===== config.mk =====
export PLATFORM = sky130hd
export DESIGN_NAME = ring_freq_meter
export DESIGN_NICKNAME = d
export VERILOG_FILES = /design/src/rtl/ring_meter_pkg.sv /design/src/rtl/edge_sync.sv /design/src/rtl/ring_freq_meter.sv
export SDC_FILE = /design/constraint.sdc
export NUM_CORES = 1
export LEC_CHECK = 0
export ABC_AREA = 1
export BUFFER_PORTS_ARGS = -buffer_cell sky130_fd_sc_hd__buf_2
export CAP_MARGIN = 40
export CORE_ASPECT_RATIO = 0.6
export CORE_MARGIN = 1
export CORE_UTILIZATION = 53
export DETAILED_ROUTE_END_ITERATION = 8
export HOLD_SLACK_MARGIN = 0.1
export PLACE_DENSITY = 0.84
export SYNTH_ARGS = -nofsm -noshare
export SYNTH_HDL_FRONTEND = slang
export SYNTH_HIERARCHICAL = 1
export SYNTH_SLANG_ARGS = --single-unit

===== constraint.sdc =====
create_clock -name clk -period 1.9 [get_ports clk]
set_clock_uncertainty 0.2 [all_clocks]
set_input_delay 0 -clock clk [delete_from_list [all_inputs] [get_ports clk]]
set_output_delay 0 -clock clk [all_outputs]
set_load 0.01 [all_outputs]

===== src/rtl/ring_meter_pkg.sv =====
// Shared types for the ring-oscillator frequency meter.
// Holds the measurement FSM encoding and the mode select constants.
package ring_meter_pkg;

  typedef enum logic [1:0] {
    IDLE    = 2'd0,
    GATE    = 2'd1,
    CAPTURE = 2'd2
  } state_e;

  localparam logic MODE_SINGLE = 1'b0;
  localparam logic MODE_CONT   = 1'b1;

endpackage


===== src/rtl/edge_sync.sv =====
// Brings one asynchronous ring output into the clk domain and emits a one-cycle rising-edge pulse.
// Latency: ring edge to pulse is 3 cycles (two sync flops plus a registered detector).
module edge_sync
  import ring_meter_pkg::*;
(
  input  logic clk,
  input  logic rst_n,
  input  logic async_i,
  output logic pulse_o
);

  logic meta_q, sync_q, prev_q, pulse_q;

  always_ff @(posedge clk or negedge rst_n) begin
    if (!rst_n) begin
      meta_q  <= 1'b0;
      sync_q  <= 1'b0;
      prev_q  <= 1'b0;
      pulse_q <= 1'b0;
    end else begin
      meta_q  <= async_i;
      sync_q  <= meta_q;
      prev_q  <= sync_q;
      pulse_q <= sync_q & ~prev_q;
    end
  end

  assign pulse_o = pulse_q;

endmodule


===== src/rtl/ring_freq_meter.sv =====
// Multi-channel ring-oscillator frequency meter: counts synchronized rising edges over a gate window.
// Results leave through a valid/ready port; an unaccepted result that gets overwritten raises sticky overrun.
module ring_freq_meter
  import ring_meter_pkg::*;
#(
  parameter int N_CH   = 4,
  parameter int CNT_W  = 16,
  parameter int GATE_W = 16
) (
  input  logic                   clk,
  input  logic                   rst_n,
  input  logic                   enable,
  input  logic                   start,
  input  logic                   mode,
  input  logic [GATE_W-1:0]      gate_len,
  input  logic [N_CH-1:0]        ring_in,
  output logic                   busy,
  output logic [N_CH*CNT_W-1:0]  value_out,
  output logic [N_CH-1:0]        sat,
  output logic                   valid,
  input  logic                   ready,
  output logic                   overrun
);

  localparam logic [CNT_W-1:0] CNT_MAX = '1;

  state_e                       state_q, state_d;
  logic [GATE_W-1:0]            len_q, len_d;
  logic [GATE_W-1:0]            gcnt_q, gcnt_d;
  logic [N_CH-1:0][CNT_W-1:0]   cnt_q, cnt_d;
  logic [N_CH*CNT_W-1:0]        value_q, value_d;
  logic [N_CH-1:0]              sat_q, sat_d;
  logic                         valid_q, valid_d;
  logic                         overrun_q, overrun_d;
  logic [N_CH-1:0]              pulse;
  logic                         launch, capture, start_acc, handshake;

  for (genvar i = 0; i < N_CH; i++) begin : g_sync
    edge_sync u_edge_sync (
      .clk     (clk),
      .rst_n   (rst_n),
      .async_i (ring_in[i]),
      .pulse_o (pulse[i])
    );
  end

  always_comb begin
    state_d   = state_q;
    launch    = 1'b0;
    capture   = 1'b0;
    start_acc = 1'b0;
    case (state_q)
      IDLE: begin
        if (enable && (start || mode == MODE_CONT)) begin
          state_d   = GATE;
          launch    = 1'b1;
          start_acc = start;
        end
      end
      GATE: begin
        if (!enable) begin
          state_d = IDLE;
        end else if (gcnt_q == len_q - GATE_W'(1)) begin
          state_d = CAPTURE;
        end
      end
      CAPTURE: begin
        if (!enable) begin
          state_d = IDLE;
        end else begin
          capture = 1'b1;
          if (mode == MODE_CONT) begin
            state_d = GATE;
            launch  = 1'b1;
          end else begin
            state_d = IDLE;
          end
        end
      end
      default: state_d = IDLE;
    endcase
  end

  // Window counters: an abort clears everything, a launch re-arms with the new length.
  always_comb begin
    len_d  = len_q;
    gcnt_d = gcnt_q;
    cnt_d  = cnt_q;
    if (!enable) begin
      gcnt_d = '0;
      cnt_d  = '0;
    end else if (launch) begin
      len_d  = (gate_len == '0) ? GATE_W'(1) : gate_len;
      gcnt_d = '0;
      cnt_d  = '0;
    end else if (state_q == GATE) begin
      gcnt_d = gcnt_q + GATE_W'(1);
      for (int i = 0; i < N_CH; i++) begin
        if (pulse[i] && cnt_q[i] != CNT_MAX) begin
          cnt_d[i] = cnt_q[i] + CNT_W'(1);
        end
      end
    end
  end

  assign handshake = valid_q & ready;

  // A capture always wins over a coincident handshake; overrun only sets if the old result was not taken.
  always_comb begin
    value_d   = value_q;
    sat_d     = sat_q;
    valid_d   = valid_q;
    overrun_d = overrun_q;
    if (capture) begin
      value_d = cnt_q;
      for (int i = 0; i < N_CH; i++) begin
        sat_d[i] = (cnt_q[i] == CNT_MAX);
      end
      valid_d = 1'b1;
      if (valid_q && !ready) begin
        overrun_d = 1'b1;
      end
    end else begin
      if (handshake) begin
        valid_d   = 1'b0;
        overrun_d = 1'b0;
      end
      if (start_acc) begin
        overrun_d = 1'b0;
      end
    end
  end

  always_ff @(posedge clk or negedge rst_n) begin
    if (!rst_n) begin
      state_q   <= IDLE;
      len_q     <= GATE_W'(1);
      gcnt_q    <= '0;
      cnt_q     <= '0;
      value_q   <= '0;
      sat_q     <= '0;
      valid_q   <= 1'b0;
      overrun_q <= 1'b0;
    end else begin
      state_q   <= state_d;
      len_q     <= len_d;
      gcnt_q    <= gcnt_d;
      cnt_q     <= cnt_d;
      value_q   <= value_d;
      sat_q     <= sat_d;
      valid_q   <= valid_d;
      overrun_q <= overrun_d;
    end
  end

  assign busy      = (state_q != IDLE);
  assign value_out = value_q;
  assign sat       = sat_q;
  assign valid     = valid_q;
  assign overrun   = overrun_q;

endmodule


==> summary.txt, run 1 <==
top cells by area in the synthesized netlist: dfrtp_1, nand2_1, o21ai_0
share of cells above drive strength 1: 26.4%
most frequently used flop master after synthesis: dfrtp_1
post-synth top area share: 51.6%
Net Sw Power: 0.00262 W
cell depth of the worst hold path: 4
critical path arrival: 2150 ps
final worst path period share: 106%
number of routed nets with antenna violations: 0
Final #Nets: 1375
share of total power in combinational logic: 16.6%
maximum capacitance violations: 0
Sum Neg Setup Slack: -866 ps
Clk pwr share: 36.5%
clock slew seen by the registers of the worst setup and hold paths: 70 ps
cell row count: 36
maximum frequency from static timing analysis: 0.496 GHz
max-slew headroom at the worst pin: 65.9%
total power divided by cell area: 755 nW/um^2
pin count of the biggest net entering global routing: 75
initial antenna violation count: 0
Clk Tree Root Cell: clkbuf_16
average instance area after synthesis: 8.02 um^2
leading cell type in the layout, fill and taps excluded: nand2_1
first-pass iteration count of the detailed router: 7
Setup Viol. Count Final: 24
post-layout min period: 2020 ps
Internal Pwr Total: 0.00638 W
total clock sinks: 184
combined area of all synthesized cells: 8880 um^2
total global routing overflow: 0
non-filler cells, final: 1583
CTS tree: yes
worst reg2reg path startpoint: cnt_q[43]
endpoint type of the worst setup path: flip-flop
post-detailed-placement cell area: 10300 um^2
capture endpoint of the worst hold path: len_q[14]
Placer Congestion: 0.935
most frequent cells in the layout: nand2_1, dfrtp_1, inv_1
core region area: 16300 um^2
first-pass GRT wire length: 40500 um
initial detailed-routing violation count: 792
start point of the worst min-delay path: gate_len[14]
die height: 102 um
Max Fanout on Critical Path: 4
Via Count: 8981
slack of the critical path: -116 ps
post-synthesis sequential area ratio: 51.9%
fill cell instance count of the final layout: 1141
static leakage: 5.62 nW
depth of the most critical reg-to-reg path: 8
die outline area: 17300 um^2
RSZ-0062 raised after global routing: yes
Hold WC Path Type: in2reg
distinct cell type count of the synthesized netlist: 33
first element of the critical path: cnt_q[43]
pins over their slew limit: 0
number of I/O pins: 97
Setup crit start kind: flip-flop
number of inserted diodes: 0
endpoints failing hold: 0
Reg-to-Reg End: cnt_q[44]
Die Width: 169 um
clk_lat worst skew: 430 ps
Slew @ Worst Pin: 507 ps
overall routing resource usage: 29.9%
TritonCTS buffer count: 17
pre-CTS setup slack: -146 ps
Max Root-Sink Buffers: 2
relative contribution of sequential cells to total power: 46.9%
share of flip-flops with an asynchronous set or reset: 100%
switching share of power: 29.1%
via count of the first global-routing pass: 8175
number of placed cells counting well taps: 1488
worst path required time: 2040 ps
buffers added on ports: 96
number of cells produced by synthesis: 1107
worst setup slack for register-to-register paths: -120 ps
Setup Crit Path Kind: reg2reg
number of synthesized flops with an enable pin: 0
Post-route DRC: 0
outcome: finished, violations left
Design Area, Final: 11900 um^2
effective utilization at floorplan: 54.5%
Via-to-Cell Ratio: 5.67
cell type contributing the most total cell area after synthesis: dfrtp_1
Peak supply drop: 0.612 mV
final WL: 26900 um
register bit count reported by yosys: 184
Syn Nets: 1139
violated checks: negative setup slack
sum of net half-perimeters after detailed placement: 16500 um
depth of the CTS H-tree: 4
routed wire length per instance: 17.0 um
Warnings, synthesis: 6
Syn-to-layout area delta: 34.3%
-- registers in the layout, indices dropped and copies added, names as in the netlist --
signal,count
cnt_q,64
len_q,16
overrun,1
g_sync.u_edge_sync/sync_q,4
g_sync.u_edge_sync/pulse_o,4
valid,1
g_sync.u_edge_sync/meta_q,4
sat,4
value_out,64
gcnt_q,16
state_q,2
g_sync.u_edge_sync/prev_q,4
-- per-layer routing --
metal	track usage (%)	part of all wire, %	vias to the layer above
met5	0	0	-
met4	8.80	3.1	0
met3	5.93	10	106
met2	46.5	45	586
met1	42.8	42	4208
li1	-	-	4081
-- stage by stage --
step / total power (W) / utilization (%) / hold slack, ps
detailed placement: 0.00547 / 63.1 / -242
global route: 0.00933 / 73.1 / 140
global placement: 0.00543 / 63.1 / -242
finish: 0.00901 / 73.1 / 112
floorplan: 0.00493 / - / -496
CTS: 0.00879 / 68.9 / 115
-- Yosys cell counts, drive strengths merged, types with 2 or more instances --
master,count
a21oi,39
inv,127
nor2,98
nor3b,4
mux2i,3
nor3,48
xnor2,2
xor2,32
o21a,2
o31ai,2
clkbuf,20
and2,2
dfrtp,183
nand2,289
nand3,68
buf,14
o21ai,123
nand4,29
ha,6
nor4,13
-- final cells by class --
class                      instances  area, um^2  share of cell area [%]
sequential                       184        4610                    38.6
multi-input combinational        764        4150                    34.8
timing repair buffer             249        1870                    15.7
inverter                         127         490                    4.11
clock buffer                      20         447                    3.75
tap                              228         285                    2.39
clock inverter                    11        73.8                   0.619
-- logic make-up after synthesis --
group	count (synthesis)	synth area share [%]
multiplexers	3	0.338
XOR/XNOR	34	3.35
adder cells (fa/ha/maj)	6	0.846
AO/OA/AOI/OAI	168	9.64
buffers and inverters	161	7.09
flip-flops	184	51.9
AND/OR/NAND/NOR	551	26.9
-- critical path, cell delays in order, from the launching register on --
cell and delay, ps:
dfrtp_1 420, nand2_1 130, buf_4 170, nor3_1 290
nand3_1 180, xor2_1 180, nor2_1 120, nand3_1 100
o21ai_0 130
-- worst max path at each step --
| stage | cells past startpoint | slack [ps] | end |
|---|---|---|---|
| after global routing | 11 | -190 | cnt_q[7] |
| after CTS | 12 | -40 | state_q[0] |
| after global placement | 14 | -60 | state_q[0] |
| after detailed placement | 13 | -150 | state_q[0] |
| after floorplan | 11 | -20 | cnt_q[7] |
| final | 8 | -120 | cnt_q[44] |
-- power groups by stage --
stage	combinational [W]	sequential, W	clock, W
after global routing	0.00164	0.00424	0.00344
after floorplan	0.000620	0.00431	0
after detailed placement	0.00118	0.00429	0
final	0.00150	0.00422	0.00328
after CTS	0.00130	0.00422	0.00327
after global placement	0.00116	0.00428	0
-- timing repair --
action,CTS,global route
gates resized for setup,28,121
hold buffers,32,0
hold endpoints to repair,257,0
endpoints found under the setup margin,31,109
pin swaps,8,30
setup buffers,3,29
cloned,0,2
No activity file was read; power rests on OpenSTA's default activity.
==> run 2, diff against run 1 <==
- SETUP_SLACK_MARGIN: not set -> 0.4
==> run 2 against run 1 <==
Effect of this change: the run now fails in global routing; synthesized cell count unchanged; synthesized area unchanged.
==> summary.txt, run 2 <==
outcome: aborted with a tool error (was finished, violations left)
stage at which the flow ended: global routing
error that stopped the run: [ERROR GRT-0232] Routing congestion too high. Check the congestion heatmap in the GUI.
Syn Nets: 1139 (unchanged)
fraction of synthesized area in multiplexers: 0.338% (unchanged)
Warnings, synthesis: 6 (unchanged)
dominant combinational cell family by area after synthesis: simple AND/OR/NAND/NOR gates (unchanged)
post-synthesis sequential area ratio: 51.9% (unchanged)
most frequently used flop master after synthesis: dfrtp_1 (unchanged)
XOR/XNOR share of the synthesized area: 3.35% (unchanged)
buffers added on ports: 96 (unchanged)
Die Width: 169 um (unchanged)
cell type contributing the most total cell area after synthesis: dfrtp_1 (unchanged)
Post-synth top cells: nand2_1, dfrtp_1, inv_1 (unchanged)
library cell with the highest instance count after synthesis: nand2_1 (unchanged)
average instance area after synthesis: 8.02 um^2 (unchanged)
combined area of all synthesized cells: 8880 um^2 (unchanged)
adder and majority cell fraction of the synthesized area: 0.846% (unchanged)
effective utilization at floorplan: 54.5% (unchanged)
sum of net half-perimeters after detailed placement: 17100 um (was 16500 um)
Placer Congestion: 0.929 (was 0.935)
pin count of the biggest net entering global routing: 62
cell row count: 36 (unchanged)
post-synth top area share: 51.6% (unchanged)
Clk Tree Root Cell: clkbuf_16 (unchanged)
register bit count reported by yosys: 184 (unchanged)
number of cells produced by synthesis: 1107 (unchanged)
depth of the CTS H-tree: 4 (unchanged)
TritonCTS buffer count: 17 (unchanged)
Max Root-Sink Buffers: 2 (unchanged)
die height: 102 um (unchanged)
Synth Area in Simple Gates: 26.9% (unchanged)
share of flip-flops with an asynchronous set or reset: 100% (unchanged)
share of the synthesized area in compound gates (AO/OA/AOI/OAI): 9.64% (unchanged)
distinct cell type count of the synthesized netlist: 33 (unchanged)
total global routing overflow: 11
overall routing resource usage: 77.5%
number of I/O pins: 97 (unchanged)
number of synthesized flops with an enable pin: 0 (unchanged)
top cells by area in the synthesized netlist: dfrtp_1, nand2_1, o21ai_0 (unchanged)
total clock sinks: 184 (unchanged)
run 2: cell counts after synthesis:
Identical to the previous run, type by type.
run 2: cells by family after synthesis:
kind of cell               after synthesis
AOI/OAI and AO/OA                      168
xor gates and xnor gates                34
adders and majority gates                6
buffers and inverters                  161
DFF                                    184
muxes                                    3
and+or+nand+nor                        551
run 2: routing by layer:
metal | GRT usage (%) | GRT overflow
met1 | 78.7 | 0
met2 | 92.8 | 7
met3 | 64.9 | 0
met4 | 75.7 | 4
met5 | 31.0 | 0
run 2: stage by stage:
stage	std cells	setup slack, ps	utilization, %	TNS (ps)	cell area (um^2)
after CTS	1657	-43.7	85.7	-43.7	14000
after detailed placement	1496	-186	64.4	-2380	10500
after floorplan	1107	-7.95	-	-39.8	9200
after global placement	1496	-88.7	64.4	-514	10500
run 2: timing repair:
item / CTS
cloned: 24
resized for setup: 415
pin swaps: 75
hold buffers: 31
endpoints found under the hold margin: 236
buffers inserted: 74
setup endpoints to repair: 163
==> run 3, diff against run 2 <==
- CORE_ASPECT_RATIO: 0.6 -> not set
- CORE_UTILIZATION: 53 -> 40
- HOLD_SLACK_MARGIN: 0.1 -> not set
- PLACE_DENSITY: 0.84 -> not set
- PLACE_DENSITY_LB_ADDON: not set -> 0.15
- SETUP_SLACK_MARGIN: 0.4 -> not set
- clock period: 1.9 -> 2.5 ns (I/O delays scaled with it)
==> run 3 against run 2 <==
Effect of this change: the flow now finishes without violations.
==> summary.txt, run 3 (synthesis results as in run 1) <==
outcome: finished clean (was aborted with a tool error)
initial detailed-routing violation count: 413
start point of the worst min-delay path: ring_in[2]
final worst path period share: 91.6%
Slew @ Worst Pin: 609 ps
Max Root-Sink Buffers: 2 (unchanged)
series of cell instances along the critical path: ha_1 > nand4_1 > nor2_2 > nand4_1 > nand3_2 > nand2_4 > buf_4 > nand2_1 > o21ai_0
worst path required time: 2610 ps
die height: 151 um (was 102 um)
Setup Crit Path Kind: reg2reg
pins over their slew limit: 0
Die Width: 151 um (was 169 um)
Clk Tree Root Cell: clkbuf_16 (unchanged)
share of cells above drive strength 1: 13.7%
static leakage: 5.06 nW
slack of the critical path: 210 ps
Via-to-Cell Ratio: 4.90
relative contribution of sequential cells to total power: 47.2%
total clock sinks: 184 (unchanged)
overall routing resource usage: 20.0%
Placer Congestion: 0.840 (was 0.929)
Max Fanout on Critical Path: 16
number of placed cells counting well taps: 1472 (was 1496)
sum of net half-perimeters after detailed placement: 15100 um (was 17100 um)
maximum frequency from static timing analysis: 0.437 GHz
CTS tree: yes
RSZ-0062 raised after global routing: no
Clk pwr share: 40.6%
die outline area: 22800 um^2
Peak supply drop: 0.471 mV
clk_lat worst skew: 430 ps
TritonCTS buffer count: 17 (unchanged)
Net Sw Power: 0.00187 W
Syn-to-layout area delta: 20.7%
endpoints failing hold: 0
setup fix buffers added after clock tree synthesis: 0 (was 74)
leading cell type in the layout, fill and taps excluded: nand2_1
switching share of power: 27.5%
Hold WC Path Type: in2reg
core region area: 21800 um^2
power consumption: 0.00681 W
Worst Hold Margin: 15.2 ps
post-layout min period: 2290 ps
first-pass GRT wire length: 35600 um
number of inserted diodes: 0
Via Count: 7506
most frequent cells in the layout: nand2_1, dfrtp_1, inv_1
total global routing overflow: 0
pre-CTS setup slack: -57.3 ps (was -186 ps)
maximum capacitance violations: 0
non-filler cells, final: 1532
number of I/O pins: 97 (unchanged)
initial antenna violation count: 0
first element of the critical path: cnt_q[16]
Internal Pwr Total: 0.00494 W
cell row count: 54 (was 36)
pin count of the biggest net entering global routing: 80
endpoint type of the worst setup path: flip-flop
critical path arrival: 2400 ps
share of total power in combinational logic: 12.2%
clock slew seen by the registers of the worst setup and hold paths: 70 ps
buffers added on ports: 96 (unchanged)
depth of the CTS H-tree: 4 (unchanged)
maximum single-stage delay on the critical path: 450 ps
total power divided by cell area: 636 nW/um^2
Post-route DRC: 0
worst reg2reg path startpoint: cnt_q[16]
cell occurring most often along the worst timing path: nand4_1
final WL: 21500 um
via count of the first global-routing pass: 7029
Setup crit start kind: flip-flop
number of routed nets with antenna violations: 0
effective utilization at floorplan: 40.7% (was 54.5%)
first-pass iteration count of the detailed router: 5
Setup Viol. Count Final: 0
Sum Neg Setup Slack: 0 ps
routed wire length per instance: 14.0 um
Final #Nets: 1271
max-slew headroom at the worst pin: 59.1%
Crit-path slowest cell: dfrtp_1
[run 3: final timing paths]
| check | slack, ps | depth (start not counted) | to |
|---|---|---|---|
| setup / recovery | 210 | 9 | cnt_q[20] |
| hold / removal | 20 | 2 | g_sync[2].u_edge_sync/meta_q |
| setup reg to reg | 210 | 9 | cnt_q[20] |
| hold reg to reg | 150 | 0 | g_sync[2].u_edge_sync/sync_q |
| max in group asynchronous | 910 | 4 | cnt_q[39] |
| min in group asynchronous | 440 | 3 | value_out[1] |
[run 3: cell type report]
type / count / area [um^2]
Clock buffer: 18 / 439
Clock inverter: 14 / 160
Fill cell: 2174 / 11100
Inverter: 127 / 478
Multi-Input combinational cell: 762 / 3680
Sequential cell: 184 / 4610
Tap cell: 280 / 350
Timing Repair Buffer: 147 / 1000
[run 3: what timing repair did]
action | in CTS | in global routing
resized for setup | 2 | 7
setup endpoints to repair | 11 | 27
hold endpoints to repair | 236 | 0
hold buffers | 28 | 0
pin swaps | 0 | 0
[run 3: stage by stage]
step	utilization [%]	area (um^2)
after floorplan	-	8880
after global placement	44.7	9760
after detailed placement	44.9	9800
after CTS	48.9	10700
after global routing	49.1	10700
final	49.1	10700
[run 3: worst max-delay path, delay by kind of cell (launching register included)]
family                   cells  cell delay [ps]
AND/OR/NAND/NOR              6              980
adder cells (fa/ha/maj)      1              260
flip-flops                   1              450
buffers and inverters        1              180
AO/OA/AOI/OAI                1               90
[run 3: routing by layer]
layer  GRT usage, %  wire length [um]  up-vias
met4           4.65               179        0
li1               -                 -     3881
met1           30.0             11200     3489
met2           30.3              9510      121
met3           3.16               602       15
met5              0                 0        -
[run 3: power by group through the flow]
stage                     clock network, W  logic (W)  registers [W]
after detailed placement                 0   0.000796        0.00327
after CTS                          0.00283   0.000835        0.00321
after global placement                   0   0.000781        0.00327
final                              0.00277   0.000830        0.00321
after global routing               0.00295   0.000956        0.00323
after floorplan                          0   0.000467        0.00327
